**src/rtl/braille_display_ctrl.sv**
```systemverilog
// rtl/braille_display_ctrl.sv - multi-digit Braille letter display on active-low 7-segment digits
// Optional feature macro: BRAILLE_CURSOR_BLINK_EN (blinks segment g on the LEDR-marked digit)
module braille_display_ctrl #(
    parameter int NUM_DIGITS      = 4,
    parameter int DEBOUNCE_CYCLES = 16,
    parameter int BLINK_DIV       = 25000000
) (
    input  logic                    CLOCK_50,
    input  logic                    reset,
    input  logic [4:0]              SW,
    input  logic                    MODE,
    input  logic [NUM_DIGITS-1:0]   KEY,
    output logic [7*NUM_DIGITS-1:0] HEX,
    output logic [NUM_DIGITS-1:0]   LEDR,
    output logic                    invalid
);

    localparam int CW = (DEBOUNCE_CYCLES > 2) ? $clog2(DEBOUNCE_CYCLES) : 1;
    localparam int BW = (BLINK_DIV > 2) ? $clog2(BLINK_DIV) : 1;

    logic [NUM_DIGITS-1:0]   r_sync1;
    logic [NUM_DIGITS-1:0]   r_sync2;
    logic [NUM_DIGITS-1:0]   r_stable;
    logic [NUM_DIGITS-1:0]   r_press;
    logic [CW-1:0]           r_cnt [NUM_DIGITS];
    logic [4:0]              r_code [NUM_DIGITS];
    logic [7*NUM_DIGITS-1:0] r_hex;
    logic [NUM_DIGITS-1:0]   r_ledr;
    logic                    r_invalid;
    logic [NUM_DIGITS-1:0]   w_top_onehot;
    logic                    w_blink_phase;

    // Braille dot set for a letter code; bit n-1 is dot n, blank for codes outside 1..26
    function automatic logic [5:0] braille_dots(input logic [4:0] code);
        logic [5:0] d;
        d = 6'h00;
        case (code)
            5'd1:  d = 6'h01;  5'd2:  d = 6'h03;  5'd3:  d = 6'h09;  5'd4:  d = 6'h19;
            5'd5:  d = 6'h11;  5'd6:  d = 6'h0B;  5'd7:  d = 6'h1B;  5'd8:  d = 6'h13;
            5'd9:  d = 6'h0A;  5'd10: d = 6'h1A;  5'd11: d = 6'h05;  5'd12: d = 6'h07;
            5'd13: d = 6'h0D;  5'd14: d = 6'h1D;  5'd15: d = 6'h15;  5'd16: d = 6'h0F;
            5'd17: d = 6'h1F;  5'd18: d = 6'h17;  5'd19: d = 6'h0E;  5'd20: d = 6'h1E;
            5'd21: d = 6'h25;  5'd22: d = 6'h27;  5'd23: d = 6'h3A;  5'd24: d = 6'h2D;
            5'd25: d = 6'h3D;  5'd26: d = 6'h35;
            default: d = 6'h00;
        endcase
        return d;
    endfunction

    // Active-low segments: dot1->a, dot4->b, dot5->c, dot6->d, dot3->e, dot2->f, g only for the cursor
    function automatic logic [6:0] dots_to_seg(input logic [5:0] d, input logic g_lit);
        return {~g_lit, ~d[1], ~d[2], ~d[5], ~d[4], ~d[3], ~d[0]};
    endfunction

    // Synchronise, debounce and detect the stable 1->0 transition of every key
    always_ff @(posedge CLOCK_50 or posedge reset) begin
        if (reset) begin
            r_sync1  <= '1;
            r_sync2  <= '1;
            r_stable <= '1;
            r_press  <= '0;
            for (int i = 0; i < NUM_DIGITS; i++) r_cnt[i] <= '0;
        end else begin
            r_sync1 <= KEY;
            r_sync2 <= r_sync1;
            r_press <= '0;
            for (int i = 0; i < NUM_DIGITS; i++) begin
                if (r_sync2[i] != r_stable[i]) begin
                    if (r_cnt[i] == CW'(DEBOUNCE_CYCLES - 1)) begin
                        r_stable[i] <= r_sync2[i];
                        r_cnt[i]    <= '0;
                        r_press[i]  <= ~r_sync2[i];
                    end else begin
                        r_cnt[i] <= r_cnt[i] + CW'(1);
                    end
                end else begin
                    r_cnt[i] <= '0;
                end
            end
        end
    end

    // One-hot of the highest-indexed key pressed this cycle
    always_comb begin
        w_top_onehot = '0;
        for (int i = 0; i < NUM_DIGITS; i++) begin
            if (r_press[i]) w_top_onehot = NUM_DIGITS'(1) << i;
        end
    end

    // Latch SW into the digit registers on a press: direct write or a single left shift
    always_ff @(posedge CLOCK_50 or posedge reset) begin
        if (reset) begin
            for (int i = 0; i < NUM_DIGITS; i++) r_code[i] <= '0;
            r_ledr    <= '0;
            r_invalid <= 1'b0;
        end else if (|r_press) begin
            if (MODE) begin
                for (int k = NUM_DIGITS - 1; k > 0; k--) r_code[k] <= r_code[k-1];
                r_code[0] <= SW;
                r_ledr    <= NUM_DIGITS'(1);
            end else begin
                for (int i = 0; i < NUM_DIGITS; i++) begin
                    if (r_press[i]) r_code[i] <= SW;
                end
                r_ledr <= w_top_onehot;
            end
            r_invalid <= (SW == 5'd0) || (SW > 5'd26);
        end
    end

`ifdef BRAILLE_CURSOR_BLINK_EN
    logic [BW-1:0] r_blink_cnt;
    logic          r_blink_phase;

    // Free-running divider toggling the cursor phase every BLINK_DIV clocks
    always_ff @(posedge CLOCK_50 or posedge reset) begin
        if (reset) begin
            r_blink_cnt   <= '0;
            r_blink_phase <= 1'b0;
        end else if (r_blink_cnt == BW'(BLINK_DIV - 1)) begin
            r_blink_cnt   <= '0;
            r_blink_phase <= ~r_blink_phase;
        end else begin
            r_blink_cnt <= r_blink_cnt + BW'(1);
        end
    end

    assign w_blink_phase = r_blink_phase;
`else
    assign w_blink_phase = 1'b0 & (BLINK_DIV > 0);
`endif

    // Registered decode of every digit to its segment pattern
    always_ff @(posedge CLOCK_50 or posedge reset) begin
        if (reset) begin
            r_hex <= '1;
        end else begin
            for (int i = 0; i < NUM_DIGITS; i++) begin
                r_hex[7*i +: 7] <= dots_to_seg(braille_dots(r_code[i]), r_ledr[i] & w_blink_phase);
            end
        end
    end

    assign HEX     = r_hex;
    assign LEDR    = r_ledr;
    assign invalid = r_invalid;

endmodule

```
**config.mk**
```make
export PLATFORM = sky130hd
export DESIGN_NAME = braille_display_ctrl
export DESIGN_NICKNAME = d
export VERILOG_FILES = /design/src/rtl/braille_display_ctrl.sv
export SDC_FILE = /design/constraint.sdc
export NUM_CORES = 1
export LEC_CHECK = 0
export BUFFER_PORTS_ARGS = -buffer_cell sky130_fd_sc_hd__buf_2
export CORE_MARGIN = 5
export CORE_UTILIZATION = 63
export DETAILED_ROUTE_END_ITERATION = 16
export PLACE_DENSITY = 0.89
export SYNTH_ARGS = -nofsm -noshare
export SYNTH_HDL_FRONTEND = slang
export SYNTH_SLANG_ARGS = --single-unit
```
**constraint.sdc**
```tcl
create_clock -name CLOCK_50 -period 5.2 [get_ports CLOCK_50]
set_input_delay 0.26 -clock CLOCK_50 [delete_from_list [all_inputs] [get_ports CLOCK_50]]
set_output_delay 0.26 -clock CLOCK_50 [all_outputs]
set_load 0.02 [all_outputs]
```
==> results.cfg <==
[yosys]
synth_edf_count = 0
synth_flop_cell = dfrtp_1
avgSynthCellArea_um2 = 11.0
yosysUniqueCellTypes = 49
async_reset_ff_share_pct = 100
synth_seq_cells = 81
netlist_instances = 391
syn_area_um2 = 4300
ys.warnings.count = 0
synth_seq_area_share_pct = 48.2

[die]
die_w_um = 92.6
core_um2 = 6720
die-height_um = 92.6
ios = 45
die-area_um2 = 8580
start_util_pct = 64.0
rows = 30

[critical_path]
regToRegSetupSlack_ps = 3470
arrival_ps = 2030
startpoint_type = flop
reg2reg_from = r_code[16]
cp_max_fo = 9
cp-end-kind = flop
crit_required_ps = 5500
r2r_end = HEX[1]
path_class = flop to flop
ff2ff_path_depth = 5

[timing]
final-hold-violation-count = 0
rsz0062_at_grt = false
fin_setup_tns_ps = 0
min_period_ps = 1730
skew_ps = 8.37
report.final.slew_viol_count = 0
tightest_slew_ps = 946
relSlewSlack_pct = 36.9
max_freq_mhz = 579
setup_viol = 0
fin_crit_sh_pct = 33.2

[grt]
grt_max_degree = 82
grt_first_pass_wirelength_um = 14300
grt_usage_pct = 21.3
grt_pass1_vias = 2922
overflow = 0
antenna_found_initial = 0

[final_layout]
final_cell_mix = 45 x dfrtp_1, 40 x buf_2, 36 x dfstp_2
layout_commonest_cell = dfrtp_1
final_net_count = 462
instances_no_fill = 511
drive_gt1_share_pct = 32.0
post-route-cell-area_um2 = 4760
areaGrowthSynthToFinish_pct = 10.6
diodes = 0

[place]
io_buffers = 40
gp_congestion = 0.812
dpl.hpwl_um = 5610
placed_area_um2 = 4490
place_inst = 491

[clock_network]
cts_tree = done
clk_pin_slew_worst_paths_ps = 90
clockRootBuffer = clkbuf_8
clockBufferDepth = 2
clock_sinks = 81
htree_levels = 3
insertion_delay_ps = 360
cts_buffers = 9

[power]
p_int_mw = 0.939
ir_drop_uv = 212
cellPowerDensity_nw_per_um2 = 259
p_sw_share_pct = 23.7
comb_power_share_pct = 4.4
clock_power_share_pct = 42.3
pwr-share-seq_pct = 53.3
p_leak_nw = 1.98
power_switching_mw = 0.291

[detailed_routing]
dr.pass1.iters = 4
via_per_inst = 5.81
vias = 2971
post_drt_wl_per_cell_um = 16.2
drt_iter0_drc = 162
ant_nets = 0
drc_errors = 0
wl_um = 8300

[worst_hold_path]
hold_class = primary input to asynchronous set/reset pin

[flow_run]
drv_cap = 0

[outcome]
status = complete, no violations
stage by stage:
step	hold WS, ps	power (mW)	worst slack (ps)	utilization (%)
2_1_floorplan	264	0.701	2920	-
3_3_place_gp	346	0.713	3570	66.8
3_5_place_dp	348	0.717	3520	66.8
4_1_cts	190	1.24	3490	70.8
5_1_grt	198	1.28	3390	70.8
6_report	196	1.23	3470	70.8
logic make-up after synthesis:
logic type | count (synthesis) | share of synthesized area (%)
mux | 43 | 12.6
fa+ha+maj | 24 | 6.98
flops | 81 | 48.2
xor+xnor | 8 | 1.63
simple gates | 105 | 13.5
compound gates | 80 | 11.9
buf+inv | 49 | 5.15
other cells | 1 | 0.0872
critical path, cell delays in order, from the launching register on:
cell and delay (ps):
dfrtp_1 510, inv_1 140, ha_1 410, mux2i_1 100
mux4_2 460, inv_1 60
power groups by stage:
| stage | logic (mW) | registers [mW] | clock network [mW] |
|---|---|---|---|
| 4_1_cts | 0.0547 | 0.655 | 0.530 |
| 3_5_place_dp | 0.0516 | 0.666 | 0 |
| 5_1_grt | 0.0618 | 0.657 | 0.563 |
| 2_1_floorplan | 0.0378 | 0.664 | 0 |
| 3_3_place_gp | 0.0491 | 0.664 | 0 |
| 6_report | 0.0538 | 0.655 | 0.520 |
synth_stat cells, drive strengths merged, types with 2 or more instances:
cell     number  area, um2
a21o          2       15.0
nand2b       13       81.3
o21ai        29        145
o21a          2       15.0
nand2        27        101
ha           24        300
nor2         15       56.3
a311oi        4       35.0
mux2         29        327
clkbuf       14       52.6
or2           3       18.8
inv          25       93.8
a31oi         2       12.5
dfstp        36        946
mux2i         8       80.1
nor3b         9       67.6
nand3         7       35.0
or3           6       52.6
nor3          4       20.0
nand4b        4       35.0
a21oi        27        169
mux4          6        135
o2bb2ai       2       17.5
buf          10       75.1
o22ai         2       12.5
xnor2         8       70.1
nor2b        12       75.1
dfrtp        45       1130
how the worst max path moves through the flow:
| stage | start | end | slack [ps] |
|---|---|---|---|
| 2_1_floorplan | reset | LEDR[0] | 2920 |
| 3_3_place_gp | r_code[16] | HEX[1] | 3570 |
| 3_5_place_dp | r_code[16] | HEX[1] | 3520 |
| 4_1_cts | r_code[16] | HEX[1] | 3490 |
| 5_1_grt | r_code[16] | HEX[1] | 3390 |
| 6_report | r_code[16] | HEX[1] | 3470 |
registers in the layout, indices dropped and copies added (netlist names):
signal,count
r_code,20
r_stable,4
invalid,1
r_sync2,4
LEDR,4
r_press,4
r_sync1,4
HEX,24
r_cnt,16
repair_timing:
item | in CTS | in global routing
gates resized for setup | 0 | 0
buffers inserted | 0 | 0
endpoints found under the hold margin | 4 | 0
hold buffers | 4 | 0
layout make-up:
type | count | area [um2]
tap | 80 | 100
clock buffer | 9 | 124
timing repair buffer | 45 | 248
inverter | 25 | 93.8
sequential | 81 | 2070
multi-input combinational | 264 | 2020
clock inverter | 7 | 101
fill | 455 | 1960
metal layers:
layer	wire length, um	track usage (%)
met5	0	0
met4	155	7.80
met3	386	4.55
met2	4310	36.4
met1	3450	26.5
(Power assumes the default switching activity.)
